[config.mk]
export PLATFORM = sky130hd
export DESIGN_NAME = gpio_port_bank
export DESIGN_NICKNAME = d
export VERILOG_FILES = /design/src/rtl/gpio_pkg.sv /design/src/rtl/gpio_sync_edge.sv /design/src/rtl/gpio_port_bank.sv
export SDC_FILE = /design/constraint.sdc
export NUM_CORES = 1
export LEC_CHECK = 0
export ABC_AREA = 1
export BUFFER_PORTS_ARGS = -buffer_cell sky130_fd_sc_hd__buf_2
export CORE_ASPECT_RATIO = 0.6
export CORE_UTILIZATION = 59
export DETAILED_ROUTE_END_ITERATION = 16
export GPL_TIMING_DRIVEN = 0
export PLACE_DENSITY_LB_ADDON = 0.15
export SYNTH_ARGS = -nofsm -noshare
export SYNTH_HDL_FRONTEND = slang
export SYNTH_HIERARCHICAL = 1
export SYNTH_SLANG_ARGS = --single-unit
[constraint.sdc]
create_clock -name cpu_clk -period 1.7 [get_ports cpu_clk]
set_input_delay 0.17 -clock cpu_clk [delete_from_list [all_inputs] [get_ports cpu_clk]]
set_output_delay 0.17 -clock cpu_clk [all_outputs]
set_load 0.02 [all_outputs]
[src/rtl/gpio_pkg.sv]
// Shared register offsets for the GPIO port bank.
// Each port occupies one REG_STRIDE-byte window; offsets 5-7 are reserved.
package gpio_pkg;

  localparam logic [2:0] REG_DATA  = 3'd0;
  localparam logic [2:0] REG_DDR   = 3'd1;
  localparam logic [2:0] REG_IMASK = 3'd2;
  localparam logic [2:0] REG_IFLAG = 3'd3;
  localparam logic [2:0] REG_IEDGE = 3'd4;

  localparam int REG_STRIDE = 8;

endpackage

[src/rtl/gpio_sync_edge.sv]
// Pad input synchroniser for one port, plus a one-cycle history register.
// rise/fall compare the synchronised value against the previous cycle's value.
module gpio_sync_edge #(
  parameter int W           = 8,
  parameter int SYNC_STAGES = 2
) (
  input  logic         cpu_clk,
  input  logic         reset,
  input  logic [W-1:0] pin,
  output logic [W-1:0] s,
  output logic [W-1:0] rise,
  output logic [W-1:0] fall
);

  logic [W-1:0] chain [SYNC_STAGES];
  logic [W-1:0] prev;

  always_ff @(posedge cpu_clk) begin
    if (reset) begin
      for (int i = 0; i < SYNC_STAGES; i++) chain[i] <= '0;
      prev <= '0;
    end else begin
      chain[0] <= pin;
      for (int i = 1; i < SYNC_STAGES; i++) chain[i] <= chain[i-1];
      prev <= chain[SYNC_STAGES-1];
    end
  end

  assign s    = chain[SYNC_STAGES-1];
  assign rise = s & ~prev;
  assign fall = ~s & prev;

endmodule

[src/rtl/gpio_port_bank.sv]
// Multi-port GPIO on the CPU bus: output latch, direction, synchronised read-back
// and per-bit edge interrupt flags with mask, aggregated onto irq.
module gpio_port_bank
  import gpio_pkg::*;
#(
  parameter int  NUM_PORTS   = 2,
  parameter int  PORT_W      = 8,
  parameter int  SYNC_STAGES = 2,
  localparam int AW          = $clog2(NUM_PORTS) + 3
) (
  input  logic                        cpu_clk,
  input  logic                        reset,
  input  logic                        sel,
  input  logic                        we,
  input  logic [AW-1:0]               addr,
  input  logic [7:0]                  wdata,
  output logic [7:0]                  rdata,
  input  logic [NUM_PORTS*PORT_W-1:0] pin_in,
  output logic [NUM_PORTS*PORT_W-1:0] pin_out,
  output logic [NUM_PORTS*PORT_W-1:0] pin_oe,
  output logic                        irq
);

  localparam int OFFS_W  = $clog2(REG_STRIDE);
  localparam int ARM_MAX = SYNC_STAGES + 1;
  localparam int ARM_W   = $clog2(ARM_MAX + 1);

  logic [AW-1:0]     port_idx;
  logic [2:0]        offset;
  logic              wr_en;
  logic [ARM_W-1:0]  arm_cnt;
  logic              armed;
  logic [PORT_W-1:0] rd_port [NUM_PORTS];
  logic [NUM_PORTS-1:0] pend;

  assign port_idx = addr >> OFFS_W;
  assign offset   = addr[2:0];
  assign wr_en    = sel & we;

  // Edges are ignored until the sync chain has filled with real pad samples.
  assign armed = (arm_cnt == ARM_W'(ARM_MAX));

  always_ff @(posedge cpu_clk) begin
    if (reset)       arm_cnt <= '0;
    else if (!armed) arm_cnt <= arm_cnt + 1'b1;
  end

  for (genvar p = 0; p < NUM_PORTS; p++) begin : g_port
    logic [PORT_W-1:0] out_q, ddr_q, imask_q, iflag_q, iedge_q;
    logic [PORT_W-1:0] s, rise, fall, edge_set, w1c, rd_val;
    logic              hit;

    gpio_sync_edge #(.W(PORT_W), .SYNC_STAGES(SYNC_STAGES)) u_sync (
      .cpu_clk (cpu_clk),
      .reset   (reset),
      .pin     (pin_in[p*PORT_W +: PORT_W]),
      .s       (s),
      .rise    (rise),
      .fall    (fall)
    );

    assign hit      = wr_en && (port_idx == AW'(p));
    assign edge_set = ~ddr_q & ((iedge_q & rise) | (~iedge_q & fall)) & {PORT_W{armed}};
    assign w1c      = (hit && offset == REG_IFLAG) ? wdata[PORT_W-1:0] : '0;

    always_ff @(posedge cpu_clk) begin
      if (reset) begin
        out_q   <= '0;
        ddr_q   <= '0;
        imask_q <= '0;
        iflag_q <= '0;
        iedge_q <= '0;
      end else begin
        if (hit) begin
          case (offset)
            REG_DATA:  out_q   <= wdata[PORT_W-1:0];
            REG_DDR:   ddr_q   <= wdata[PORT_W-1:0];
            REG_IMASK: imask_q <= wdata[PORT_W-1:0];
            REG_IEDGE: iedge_q <= wdata[PORT_W-1:0];
            default:   ;
          endcase
        end
        // A new edge overrides a same-cycle clear so it is never lost.
        iflag_q <= (iflag_q & ~w1c) | edge_set;
      end
    end

    always_comb begin
      rd_val = '0;
      case (offset)
        REG_DATA:  rd_val = (ddr_q & out_q) | (~ddr_q & s);
        REG_DDR:   rd_val = ddr_q;
        REG_IMASK: rd_val = imask_q;
        REG_IFLAG: rd_val = iflag_q;
        REG_IEDGE: rd_val = iedge_q;
        default:   rd_val = '0;
      endcase
    end

    assign rd_port[p]                   = rd_val;
    assign pin_out[p*PORT_W +: PORT_W]  = out_q;
    assign pin_oe[p*PORT_W +: PORT_W]   = ddr_q;
    assign pend[p]                      = |(iflag_q & imask_q);
  end

  always_comb begin
    rdata = '0;
    if (sel) begin
      for (int p = 0; p < NUM_PORTS; p++) begin
        if (port_idx == AW'(p)) rdata = 8'(rd_port[p]);
      end
    end
  end

  assign irq = |pend;

endmodule

After elaboration in Yosys (flattened, before gate mapping)

Memories as Yosys holds them, arrays and structs flattened.
Index checks and enable logic that the tools add are counted.

$add $sub $neg: 1
Bitwise operators: 41
$mul: 0
Muxes and demuxes: 14
Reductions and logical operators: 15
Shift-type cells: 0
$lt $le $gt $ge: 0
Equal/unequal tests: 5
Div/mod/pow operators: 0

Operators with widths:

| cell                                                                   | count |
|---|---|
| 8-bit AND                                                              | 20 |
| 8-bit inverter                                                         | 10 |
| 8-bit one-hot mux with 5 select lines                                  | 2 |
| 8-bit two-way mux                                                      | 9 |
| 8-bit OR                                                               | 6 |
| 2-bit AND reduction                                                    | 8 |
| 16-bit OR reduction                                                    | 1 |
| 3-bit by 2-bit equality test with 1-bit output (second input constant) | 2 |
| 1-bit logical AND                                                      | 4 |
| 4-bit zero test                                                        | 1 |
| 1-bit OR                                                               | 4 |
| 3-bit by 1-bit equality test with 1-bit output (second input constant) | 1 |
| 3-bit equality test (second input constant)                            | 1 |
| 3-bit zero test                                                        | 1 |
| 1-bit two-way mux                                                      | 3 |
| 2-bit by 1-bit adder with 2-bit output (second input constant)         | 1 |
| 2-bit equality test (second input constant)                            | 1 |
| 1-bit AND                                                              | 1 |

Word-level logic and storage cells: 91
Bits in latches: 0
ROM bits: 0
RAM bits: 32
Register bits: 98
Memories kept: 2

Memory list:

| memory                 | words | bits a word | rd ports | clocked after memory_dff | wr ports | RTL line             | text |
|---|---|---|---|---|---|---|---|
| g_port[0].u_sync.chain | 2     | 8           | 2        | 0                        | 2        | gpio_sync_edge.sv:15 | `logic [W-1:0] chain [SYNC_STAGES];` |
| g_port[1].u_sync.chain | 2     | 8           | 2        | 0                        | 2        | gpio_sync_edge.sv:15 |  |

Depth between registers and ports, before layout

An unclocked memory read counts as a cell.

Word-level depth: 8
Depth in mapped cells: 11

Hierarchy

The synthesis kept the hierarchy.

Modules (own cells, without submodules):

| module         | times used | cells an instance | area each (µm²) |
|---|---|---|---|
| gpio_port_bank | 1          | 642               | 4665.7 |
| gpio_sync_edge | 2          | 106               | 833.3 |

Worst setup path after synthesis

No wires, ideal clock.

Path type: input to output
Start point: in addr[0]
End point: out rdata[1]
Arrival: 1.329 ns
Required time: 1.530 ns
Path buffers: 2
Stages: 9
Slack: 0.201 ns
Cell sequence: buf_4 > clkinv_2 > nand2_2 > nor2_4 > buf_4 > nand2_1 > a21oi_1 > nor2_1 > nor2_1

Longest elaborated chain between the ends: 5
Elaborated cells on any way between the ends: 10
Those cells by class: 4 x eq/ne; 5 x mux; 1 x reduce/logical

Ends and longest elaborated chain:

| item                                              | RTL line              | text |
|---|---|---|
| from (decl)                                       | gpio_port_bank.sv:15  | `input logic [AW-1:0] addr,` |
| 3-bit equality test, or another cell as far along | gpio_port_bank.sv:90  | `case (offset)` |
| 8-bit one-hot mux with 5 select lines             | gpio_port_bank.sv:90  |  |
| 8-bit two-way mux                                 | gpio_port_bank.sv:110 | `if (port_idx == AW'(p)) rdata = 8'(rd_port[p]);` |
| 8-bit two-way mux *                               | gpio_port_bank.sv:110 |  |
| 8-bit two-way mux *                               | gpio_port_bank.sv:108 | `if (sel) begin` |
| to (decl)                                         | gpio_port_bank.sv:17  | `output logic [7:0] rdata,` |

Mark *: on every way between the ends. The rest lies on a longest branch, timed or not.

Worst setup path after layout

Start point: in addr[2]
End point: out rdata[5]

Same word-level chain as after synthesis.

==> qor.json <==
{
  "power.internal_mw": 5.68,
  "final.setup.tns_ps": -100,
  "routed_wirelength_um": 20700,
  "drt-vias-per-instance": 5.75,
  "totalPowerFinal_mw": 7.67,
  "clock_tree.buffer_depth": 2,
  "synth_area_in_compound_gates_pct": 15.9,
  "grt_pass1_vias": 5679,
  "synthDominantCellAreaShare_pct": 41.1,
  "synth-warning-count": 6,
  "rr_endpoint": "g_port[1].iflag_q[2]",
  "synthTopCellsByCount": "sky130_fd_sc_hd__nor2_1 (183), sky130_fd_sc_hd__nand2_1 (147), sky130_fd_sc_hd__dfxtp_1 (130)",
  "final_antenna_net_count": 0,
  "antenna_found_initial": 0,
  "synth.ff_latch_count": 130,
  "worstMarginPinSlew_ps": 855,
  "post-synth-top-count-cell": "sky130_fd_sc_hd__nor2_1",
  "ys_async_sr_fraction_pct": 0,
  "drc": 0,
  "initial_utilization_pct": 62.5,
  "yosys.area_share.simple_pct": 29.1,
  "synthDominantAreaCellType": "sky130_fd_sc_hd__dfxtp_1",
  "port_buffers": 70,
  "synth.top_cells.by_area": "sky130_fd_sc_hd__dfxtp_1 (41%), sky130_fd_sc_hd__nor2_1 (11%), sky130_fd_sc_hd__nand2_1 (8.7%)",
  "fmax_mhz": 578,
  "period_needed_ps": 1730,
  "final-hold-violation-count": 0,
  "drv.max_cap_violation_count": 0,
  "peakVddDrop_mv": 0.831,
  "clock-root-buffer": "sky130_fd_sc_hd__clkbuf_16",
  "tritoncts": "built",
  "die_ar_sq_um": 11200,
  "cp_data_required_time_ps": 1530,
  "netSwitchingPower_mw": 1.99,
  "cts_htree_levels": 4,
  "globalRoute.totalOverflow": 0,
  "arrival_ps": 1560,
  "synth.mux.area_fraction_pct": 0,
  "chipHeight_um": 82.2,
  "r2r_cells": 4,
  "rsz0062_at_grt": "yes",
  "cellPowerDensity_nw_per_um2": 983,
  "part_of_the_power_in_registers_pct": 41.4,
  "clkLatencyLatePin_ps": 420,
  "synth.cell_area_sq_um": 6330,
  "rows": 28,
  "clock_sinks": 130,
  "detailedRoute.firstIterationViolations": 713,
  "antenna-diode-count": 0,
  "finish.instance_area_sq_um": 7800,
  "library_cells_used_by_synthesis": 34,
  "instance_area_at_placement_sq_um": 6850,
  "synth_enable_flop_cells": 0,
  "p_leak_nw": 3.36,
  "failing_checks": "negative setup slack",
  "net_total_in_the_final_layout": 995,
  "combinationalPowerShare_pct": 9.1,
  "combinational_family_with_the_most_area_after_synthesis": "simple AND/OR/NAND/NOR gates",
  "critPathCapture": "rdata[5]",
  "worstReg2RegStart": "arm_cnt[0]",
  "yosys.area_share.adder_pct": 0.198,
  "syn-num-nets": 887,
  "grt_usage_pct": 38.1,
  "worst-setup-path-type": "in -> out",
  "cts_buffers": 17,
  "final_worst_path_setup_slack_ps": -30.4,
  "synth-xor-area-share_pct": 0.138,
  "synth_cells": 854,
  "wire_length_of_the_first_global_routing_pass_um": 30800,
  "worst-r2r-setup-slack_ps": 330,
  "num_io_pins": 73,
  "maxSlewViolCount": 0,
  "critPathCaptureType": "output pin",
  "critPathLaunch": "addr[2]",
  "swShare_pct": 25.9,
  "grt_max_degree": 17,
  "chipWidth_um": 136,
  "slew_headroom_pct": 43.0,
  "dp_slack_ps": -217,
  "syn-mean-instance-area_sq_um": 7.41,
  "clock-skew-final_ps": 10.4,
  "hp-class": "in -> reg",
  "power.share.clock_pct": 49.5,
  "vias": 6388,
  "placeableCoreArea_sq_um": 10100,
  "route.detailed.wl_per_inst_um": 18.6,
  "place.detailed.hpwl_um": 14200,
  "startpoint_type": "input pin",
  "run_status": "complete, but fails checks",
  "critPathMaxFanout": 10,
  "cts.clk_slew.worst_paths_ps": 60,
  "dominantRegCellSynth": "sky130_fd_sc_hd__dfxtp_1",
  "globalplace.congestion": 0.932,
  "setup_violations": 6,
  "synth_sequential_area_ratio_pct": 41.1,
  "finalCritPeriodShare_pct": 102,
  "drive_gt1_share_pct": 26.7,
  "detail_route.first_pass.iterations": 8,
  "synthToLayoutAreaGrowth_pct": 23.2
}
-- cell type report --
| class | instances | area (sq um) |
|---|---|---|
| Fill cell | 713 | 2320 |
| Clock buffer | 19 | 433 |
| Clock inverter | 13 | 174 |
| Buffer | 48 | 353 |
| Tap cell | 135 | 169 |
| Multi-Input combinational cell | 541 | 2920 |
| Sequential cell | 130 | 2650 |
| Timing Repair Buffer | 95 | 623 |
| Inverter | 129 | 489 |
-- worst min-delay path by stage --
stage | from | to | slack (ps) | depth (start not counted)
CTS | wdata[5] | g_port[1].iflag_q[5] | 30 | 4
global route | wdata[4] | g_port[1].iflag_q[4] | 60 | 4
detailed placement | pin_in[13] | g_port[1].u_sync/chain[0][5] | 380 | 3
floorplan | reset | g_port[0].u_sync/chain[0][15] | 240 | 1
global placement | pin_in[10] | g_port[1].u_sync/chain[0][2] | 370 | 3
finish | wdata[5] | g_port[1].iflag_q[5] | 40 | 4
-- per-stage QoR --
stage               utilization [%]  std cells  hold WS (ps)
detailed placement             67.7       1059           377
CTS                            75.9       1109          34.9
global placement               67.7       1059           369
global route                   77.1       1110          58.1
floorplan                         -        854           241
finish                         77.1       1110          35.6
-- timing repair --
action                     4_1_cts  5_1_grt
setup endpoints to repair        8       13
buffers inserted                 3        6
hold buffers                    16        0
hold endpoints to repair        16        0
resized for setup               31       58
pin swaps                        8       32
-- kinds of logic after synthesis --
kind of cell / Yosys count
AND/OR/NAND/NOR: 414
buffers and inverters: 183
flip-flops: 130
AO/OA/AOI/OAI: 125
XOR/XNOR: 1
adder cells (fa/ha/maj): 1
-- cell usage in the layout, fill, tap and decap left out, drive strengths merged --
master / instances
a211oi: 65
o2111ai: 9
nand2: 151
inv: 126
nand3b: 1
clkinv: 13
a21oi: 19
clkbuf: 32
or2: 1
ha: 1
dlygate4sd3: 16
bufinv: 3
o21ai: 31
nand4: 24
nor2: 199
buf: 114
xor2: 1
nor3: 7
dfxtp: 130
nand3: 31
a21boi: 1
-- power by group through the flow --
stage	Combinational (mW)	Clock (mW)	Sequential, mW
CTS	0.660	3.78	3.18
global route	0.745	3.94	3.18
finish	0.698	3.80	3.17
floorplan	0.384	0	3.24
global placement	0.596	0	3.24
detailed placement	0.612	0	3.25
-- layer usage --
metal | track usage, % | routed length, um
met4 | 14.2 | 462
met3 | 11.5 | 2620
met2 | 57.8 | 8860
met1 | 51.1 | 8750
met5 | 0 | 0
-- sequential cells by signal (all words and copies together), names as in the netlist --
signal / cells
arm_cnt: 2
g_port.ddr_q: 16
g_port.iedge_q: 16
g_port.iflag_q: 16
g_port.imask_q: 16
g_port.out_q: 16
g_port.u_sync/chain: 32
g_port.u_sync/prev: 16
-- worst max-delay path, cell delays in order --
cell and delay, ps:
sky130_fd_sc_hd__buf_2 200, sky130_fd_sc_hd__buf_4 230, sky130_fd_sc_hd__a21boi_2 480, sky130_fd_sc_hd__nand2_1 160
sky130_fd_sc_hd__nor2_2 170, sky130_fd_sc_hd__buf_6 130
(Power assumes the default switching activity.)
